--- src/rtl/snake_input_ctrl.sv ---
// snake_input_ctrl: debounced button front-end with reversal rejection, per-step direction commit and pausable step strobe
module snake_input_ctrl #(
  parameter int DEBOUNCE_CYCLES = 500000,
  parameter int TICK_DIV = 5000000
) (
  input  logic       clk,
  input  logic       rst,
  input  logic       btnU,
  input  logic       btnD,
  input  logic       btnL,
  input  logic       btnR,
  input  logic       btnC,
  output logic [1:0] dir,
  output logic       right,
  output logic       left,
  output logic       up,
  output logic       down,
  output logic       game_tick,
  output logic       paused
);
  localparam int DW = $clog2(DEBOUNCE_CYCLES);
  localparam int TW = $clog2(TICK_DIV);
  logic [4:0] raw, sync1_q, sync2_q, stable_q, stable_d, flip, press;
  logic [DW-1:0] cnt_q [5];
  logic [DW-1:0] cnt_d [5];
  logic [TW-1:0] step_q, step_d;
  logic [1:0] dir_q, dir_d, pend_dir_q, pend_dir_d, cand;
  logic [3:0] oh_q, oh_d;
  logic pend_valid_q, pend_valid_d, paused_q, paused_d, accept;
  assign raw = {btnC, btnD, btnU, btnL, btnR};
  always_comb begin
    for (int i = 0; i < 5; i++) begin
      flip[i] = sync2_q[i] != stable_q[i] && cnt_q[i] == DW'(DEBOUNCE_CYCLES - 1);
      cnt_d[i] = (sync2_q[i] == stable_q[i] || flip[i]) ? '0 : cnt_q[i] + 1'b1;
      stable_d[i] = stable_q[i] ^ flip[i];
    end
    press = stable_d & ~stable_q;
    cand = press[0] ? 2'b00 : press[1] ? 2'b01 : press[2] ? 2'b10 : 2'b11;
    // opposite directions differ only in bit 0
    accept = |press[3:0] && cand != {dir_q[1], ~dir_q[0]};
    game_tick = !paused_q && step_q == TW'(TICK_DIV - 1);
    step_d = paused_q ? step_q : game_tick ? '0 : step_q + 1'b1;
    paused_d = paused_q ^ press[4];
    pend_dir_d = accept ? cand : pend_dir_q;
    pend_valid_d = accept || (pend_valid_q && !game_tick);
    dir_d = (game_tick && pend_valid_q) ? pend_dir_q : dir_q;
    oh_d = {dir_d == 2'b00, dir_d == 2'b01, dir_d == 2'b10, dir_d == 2'b11};
  end
  always_ff @(posedge clk or posedge rst) begin
    if (rst) begin
      sync1_q <= '0;
      sync2_q <= '0;
      stable_q <= '0;
      for (int i = 0; i < 5; i++) cnt_q[i] <= '0;
      step_q <= '0;
      dir_q <= 2'b00;
      pend_dir_q <= 2'b00;
      pend_valid_q <= 1'b0;
      paused_q <= 1'b0;
      oh_q <= 4'b1000;
    end else begin
      sync1_q <= raw;
      sync2_q <= sync1_q;
      stable_q <= stable_d;
      for (int i = 0; i < 5; i++) cnt_q[i] <= cnt_d[i];
      step_q <= step_d;
      dir_q <= dir_d;
      pend_dir_q <= pend_dir_d;
      pend_valid_q <= pend_valid_d;
      paused_q <= paused_d;
      oh_q <= oh_d;
    end
  end
  assign dir = dir_q;
  assign {right, left, up, down} = oh_q;
  assign paused = paused_q;
endmodule

--- config.mk ---
export PLATFORM = sky130hd
export DESIGN_NAME = snake_input_ctrl
export DESIGN_NICKNAME = d
export VERILOG_FILES = /design/src/rtl/snake_input_ctrl.sv
export SDC_FILE = /design/constraint.sdc
export NUM_CORES = 1
export LEC_CHECK = 0
export ABC_CLOCK_PERIOD_IN_PS = 4700
export BUFFER_PORTS_ARGS = -buffer_cell sky130_fd_sc_hd__clkbuf_2
export CAP_MARGIN = 20
export CORE_ASPECT_RATIO = 0.7
export CORE_MARGIN = 2
export CORE_UTILIZATION = 31
export DETAILED_ROUTE_END_ITERATION = 8
export PLACE_DENSITY_LB_ADDON = 0.05
export REMOVE_ABC_BUFFERS = 1
export SLEW_MARGIN = 20
export SYNTH_ARGS = -nofsm -noshare
export SYNTH_HDL_FRONTEND = slang
export SYNTH_SLANG_ARGS = --single-unit
--- constraint.sdc ---
create_clock -name clk -period 4.7 [get_ports clk]
set_clock_uncertainty 0.05 [all_clocks]
set_input_delay 0.235 -clock clk [delete_from_list [all_inputs] [get_ports clk]]
set_output_delay 0.235 -clock clk [all_outputs]
set_load 0.1 [all_outputs]
==> results.md, run 1 <==
* Top FF cell, synth: dfrtp_1
* Critical path's slowest cell: nor4_2
* Mapped cell area at 0.00668 mm²
* Resized Gates After CTS at 0
* Worst path required time at 4.41 ns
* Antenna violations before repair at 0
* Global-route wire length before repair at 23.2 mm
* Synth Area per Inst at 10.2 µm²
* Port Buffer Count at 14
* Setup violators final at 0
* Final instance area at 0.00775 mm²
* Gr usage total at 12.9%
* Distinct cells, synth at 45
* Core area at 0.0209 mm²
* CP cell instances: nor4_1, nand4_1, nor4_2, clkbuf_2
* Fin util at roughly 37%
* DRT iter0 DRCs at 219
* Placed Cells at around 940
* Sink Count at between 100 and 150
* DRT Pass-1 Iters at 4
* WP data arrival at 2.68 ns
* Hold Crit Class: input port to asynchronous set/reset pin
* Final hold slack at -0.0291 ns
* CP Class: flop to primary output
* Unrepaired setup endpoints after global routing: false
* CP Max Fanout at 8
* Die W at between 150 and 200 µm
* Clock Tree Root: clkbuf_16
* DRC at 0
* Fin cells at 975
* Max_cap viols at 0
* Clock slew at reported path FFs at 0.06 ns
* Tmin final at approximately 3 ns
* Syn Inst Count at around 660
* Die H at 127 µm
* Final Hold Vio Count at 46
* Rel. slew slack at a little over a third
* Vias at 4579
* Grt ovf at 0
* Longest Clk Path Bufs at 2
* Status: finished, violations left
* # rows at 44
* Cell Pwr Density at approximately 350 mW/mm²
* Register area share after synthesis at roughly 54%
* Actual slew at the worst max-slew pin at roughly 0.95 ns
* Most frequent cells in the layout: dfrtp_1, nor2_1, xor2_1
* Post-DP Area at 0.00708 mm²
* Worst setup SP type: flop
* Antenna diodes at 0
* Slew Viols, Final at 0
* H-Tree Level Count at 4
* Vias per cell at 4.70
* CTS tree: yes
* Gpl congestion at 0.752
* CTS buffer count at 17
* Post-synthesis async set-or-reset flop share at 100%
* Post-Route WL at 13.2 mm
* Die area at ~0.023 mm²
* YS warnings at 0
* Setup_tns at 0 ns
* Ports at 15
* Crit share post-route at 63.1%
* CP Capture Type: primary output
* Vias in the first global route at 4606
* Area Growth Syn to Fin at 16.1%
* Synth Register Bits at 143
* Tot Pwr at around 0.0027 W
* Worst path max stage delay at 0.70 ns
* Initial Util at 31.9%
* Commonest non-fill, non-tap cell in the layout: dfrtp_1
* Post-CTS Setup Bufs at 0
* Post-synth EDFFs at 0
* CTS Hold Bufs at 5
* Worst skew pair latency at roughly 0.42 ns
* Violated checks: negative hold slack
* P_leak at between 3 and 4 nW
* Antenna Violating Nets Remaining at 0
* R2R Setup Slk at about 2.0 ns
* Max Fclk at 337 MHz
* Layout cells sized above 1 at 9.73%
* Largest net degree at the start of global routing at 104
* Post-DP HPWL at 9.00 mm
* Peak VDD IR at 0.233 mV
* Nets at 699
* Routed wire per std cell at 13.6 µm
==> registers in the layout, summed over array words and instances (netlist names) <==
signal        flops
oh_q              4
sync1_q           5
sync2_q           5
pend_dir_q        2
pend_valid_q      1
paused            1
step_q           23
cnt_q            95
stable_q          5
dir               2
==> power by group <==
part / total (W) / switching [W] / internal, W
registers: 0.00126 / 0.0000132 / 0.00125
clock network: 0.00139 / 0.000526 / 0.000867
logic: 0.0000687 / 0.0000498 / 0.0000188
==> cell usage after synthesis (all sizes together) (8+ instances only) <==
cell	instances	share of area (%)
dfrtp	142	53
nor2	132	7.4
xor2	66	8.7
nand3	48	3.6
nand2	45	2.5
xnor2	40	5.2
nand4	25	2.4
inv	16	0.90
and3	14	1.3
clkbuf	13	0.73
nor3	11	0.82
nor4	11	1.3
or3	10	0.94
o21ai	9	0.67
and4	8	1.0
mux2	8	1.4
==> logic make-up (layout without fill, tap and decap cells) <==
family / after synthesis / count (layout) / share of synthesized area, %
buf+inv: 29 / 71 / 1.63
mux: 13 / 13 / 2.16
fa+ha+maj: 6 / 6 / 1.12
xor+xnor: 106 / 106 / 13.9
compound gates: 21 / 21 / 2.01
flops: 143 / 143 / 53.6
simple gates: 339 / 339 / 25.5
==> path summary, 6_finish.rpt <==
path,startpoint,endpoint,cells after the start
setup / recovery,step_q[12]$_DFFE_PP0N_,game_tick,4
hold / removal,rst,paused$_DFF_PP0_,2
setup reg to reg,cnt_q[83]$_DFF_PP0_,pend_dir_q[0]$_DFFE_PP0P_,6
hold reg to reg,sync1_q[1]$_DFF_PP0_,sync2_q[1]$_DFF_PP0_,0
max in group asynchronous,rst,cnt_q[18]$_DFF_PP0_,3
min in group clk,sync1_q[1]$_DFF_PP0_,sync2_q[1]$_DFF_PP0_,0
==> layout make-up <==
type | instances | area, µm²
inverters | 16 | 65.1
well taps | 276 | 345
repair buffers | 23 | 150
clock inverters | 12 | 159
flip-flops and latches | 143 | 3580
multi-input cells | 485 | 2990
fillers | 2125 | 13200
clock buffers | 20 | 457
==> worst max-delay path, delay by kind of cell, from the launching register on <==
family                 cells  cell delay, ns
AND/OR/NAND/NOR            3            1.26
buffers and inverters      1            0.58
flip-flops                 1            0.42
==> stage by stage <==
step                setup WS, ns  hold slack [ns]
floorplan                  -2.06            0.216
global placement            2.02            0.283
detailed placement          1.97            0.285
CTS                         1.68           0.0243
global route                1.50           0.0737
finish                      1.74          -0.0291
==> metal layers <==
| metal | global-route usage, % | part of all wire, % |
|---|---|---|
| met1 | 19.2 | 55 |
| met2 | 18.1 | 41 |
| met3 | 3.60 | 2.6 |
| met4 | 3.70 | 0.89 |
| met5 | 0 | 0 |
(Power assumes the default switching activity.)
==> inputs of run 2 (changes only) <==
--- a/config.mk
+++ b/config.mk
@@ -5,7 +5,7 @@
 export SDC_FILE = /design/constraint.sdc
 export NUM_CORES = 1
 export LEC_CHECK = 0
-export ABC_CLOCK_PERIOD_IN_PS = 4700
+export ABC_CLOCK_PERIOD_IN_PS = 2500
 export BUFFER_PORTS_ARGS = -buffer_cell sky130_fd_sc_hd__clkbuf_2
 export CAP_MARGIN = 20
 export CORE_ASPECT_RATIO = 0.7
==> constraint.sdc (replaced) <==
create_clock -name clk -period 2.5 [get_ports clk]
set_clock_uncertainty 0.05 [all_clocks]
set_input_delay 0.125 -clock clk [delete_from_list [all_inputs] [get_ports clk]]
set_output_delay 0.125 -clock clk [all_outputs]
set_load 0.1 [all_outputs]
==> results.md, run 2 (synthesis gave the netlist of run 1 again) <==
* CP cell instances: or4b_1, or4_4, or3_1, a31o_1, nor4_4, mux2_4
* Critical path's slowest cell: or4b_1
* Post-CTS Setup Bufs at 0 (unchanged)
* Port Buffer Count at 14 (unchanged)
* Post-DP HPWL at 9.27 mm (+3.0%)
* Antenna violations before repair at 0 (unchanged)
* Post-Place Setup Slack at -0.118 ns (-2.09 ns)
* Die area at 0.0227 mm² (unchanged)
* Vias at 4679 (+2.2%)
* P_leak at 3.53 nW (+6.3%)
* Largest regs: cnt_q (95), step_q (23)
* Cell Pwr Density at 645 mW/mm² (+84%)
* Clock Tree Root: clkbuf_16
* RR Startpoint: cnt_q[83]$_DFF_PP0_
* Max_cap viols at 0 (unchanged)
* Setup violators final at 3 (+3)
* Grt ovf at 0 (unchanged)
* Top Family by Delay on Critical Path: simple AND/OR/NAND/NOR gates
* Antenna Violating Nets Remaining at 0 (unchanged)
* Setup_tns at -0.242 ns (-0.242 ns)
* Crit share post-route at 105%
* Largest register by flop count: cnt_q
* Unrepaired setup endpoints after global routing: true
* Sink Count at 143 (unchanged)
* Hold Crit Class: input port to asynchronous set/reset pin
* Routed wire per std cell at 13.7 µm (+0.57%)
* Slew Viols, Final at 0 (unchanged)
* Nets at 733 (+4.9%)
* Gpl congestion at 0.799 (+6.3%)
* Crit path setup slack, layout at -0.115 ns (-1.85 ns)
* # rows at 44 (unchanged)
* Rel. slew slack at 63.0% (+26 points)
* Worst skew pair latency at 0.43 ns (about the same)
* Area Growth Syn to Fin at 21.1%
* Die H at 127 µm (unchanged)
* Largest net degree at the start of global routing at 53 (-49%)
* Vias in the first global route at 4547 (-1.3%)
* DRT iter0 DRCs at 284 (+30%)
* Vias per cell at 4.64 (-1.3%)
* Antenna diodes at 0 (unchanged)
* Clock slew at reported path FFs at 0.06 ns (about the same)
* Tmin final at approximately 2.6 ns
* CP Buf/Inv Count at 0 (-1)
* Worst path max stage delay at 0.51 ns (-0.19 ns)
* WP data arrival at 2.87 ns (+0.19 ns)
* Fin util at 38.6% (+1.6 points)
* Initial Util at 31.9% (unchanged)
* R2R Setup Slk at -0.12 ns (-2.09 ns)
* Final Hold Vio Count at 0 (-100%)
* RR Endpoint: pend_dir_q[0]$_DFFE_PP0P_
* DRT Pass-1 Iters at 4 (unchanged)
* Worst path required time at 2.76 ns (-1.65 ns)
* Global-route wire length before repair at 23.4 mm (+1.2%)
* Worst setup SP type: flop
* Gr usage total at 13.2% (+0.31 points)
* Status: finished, violations left
* H-Tree Level Count at 4 (unchanged)
* Commonest non-fill, non-tap cell in the layout: dfrtp_1
* CP Max Fanout at 4 (-4)
* Ports at 15 (unchanged)
* R2R depth at 6 (unchanged)
* Longest Clk Path Bufs at 2 (unchanged)
* Core area at 0.0209 mm² (unchanged)
* Violated checks: negative setup slack
* DRC at 0 (unchanged)
* Most frequent cells in the layout: dfrtp_1, nor2_1, xor2_1
* Actual slew at the worst max-slew pin at 0.550 ns (-0.402 ns)
* Max reg flops at 95 (unchanged)
* Max Fclk at 382 MHz
* Die W at 179 µm (unchanged)
* Post-Route WL at 13.8 mm (+4.1%)
* Layout cells sized above 1 at 13.8% (+4.1 points)
* CTS tree: yes
* CP Capture Type: flop
* CP Class: flop to flop
* CTS buffer count at 17 (unchanged)
* Peak VDD IR at 0.473 mV (+100%)
==> run 2: cell types whose count changed in the layout (fill, tap and decap cells not counted), sizes merged <==
cell | previous run | this run
buf | 4 | 38
clkinv | 5 | 4
bufinv | 3 | 4
clkinvlp | 2 | 3
inv | 18 | 16
dlygate4sd3 | 5 | 6
==> run 2: through the flow <==
step / hold slack [ns] / total power [W] / instance area (µm²) / cells
2_1_floorplan: 0.106 / 0.00249 / 6630 / 644
3_5_place_dp: 0.174 / 0.00256 / 7370 / 971
6_report: 0.260 / 0.00521 / 8080 / 1009
3_3_place_gp: 0.171 / 0.00255 / 7370 / 971
5_1_grt: 0.268 / 0.00544 / 8080 / 1009
4_1_cts: 0.266 / 0.00531 / 8070 / 1009
==> run 2: power by group <==
| group | internal [W] | switching [W] |
|---|---|---|
| Clock | 0.00171 | 0.000983 |
| Sequential | 0.00234 | 0.0000257 |
| Combinational | 0.0000482 | 0.0000985 |
| Total | 0.00411 | 0.00111 |
==> run 2: repair_timing <==
action	in CTS	in global routing
hold buffers	6	0
pin swaps	0	1
endpoints found under the hold margin	53	0
resized for setup	2	2
endpoints found under the setup margin	4	4
==> run 2: worst max-delay path by stage <==
| stage | slack [ns] | endpoint | startpoint | depth (start not counted) |
|---|---|---|---|---|
| after floorplan | -4.26 | dir[0]$_DFF_PP0_ | paused$_DFF_PP0_ | 5 |
| after global placement | -0.07 | pend_dir_q[0]$_DFFE_PP0P_ | cnt_q[83]$_DFF_PP0_ | 6 |
| after detailed placement | -0.12 | pend_dir_q[0]$_DFFE_PP0P_ | cnt_q[83]$_DFF_PP0_ | 6 |
| after CTS | -0.11 | pend_dir_q[0]$_DFFE_PP0P_ | cnt_q[83]$_DFF_PP0_ | 6 |
| after global routing | -0.21 | pend_dir_q[1]$_DFFE_PP0P_ | cnt_q[83]$_DFF_PP0_ | 7 |
| final | -0.12 | pend_dir_q[0]$_DFFE_PP0P_ | cnt_q[83]$_DFF_PP0_ | 6 |
==> run 2: layer usage <==
metal	up-vias	global-route usage [%]	part of all wire [%]
li1	2360	-	-
met1	2265	19.9	56
met2	45	17.6	40
met3	9	4.29	3.2
met4	0	4.27	0.83
met5	-	0	0
==> run 2: area by class of cell <==
type | instances | area (µm²)
Fill cell | 2081 | 12800
Sequential cell | 143 | 3580
Multi-Input combinational cell | 485 | 3020
Clock buffer | 21 | 460
Timing Repair Buffer | 57 | 452
Tap cell | 276 | 345
Clock inverter | 11 | 163
Inverter | 16 | 65.1
==> run 2: worst register-to-register path, cell delays in order, from the launching register on <==
cell and delay (ns):
dfrtp_1 0.37, or4b_1 0.51, or4_4 0.48, or3_1 0.36, a31o_1 0.21, nor4_4 0.20, mux2_4 0.32
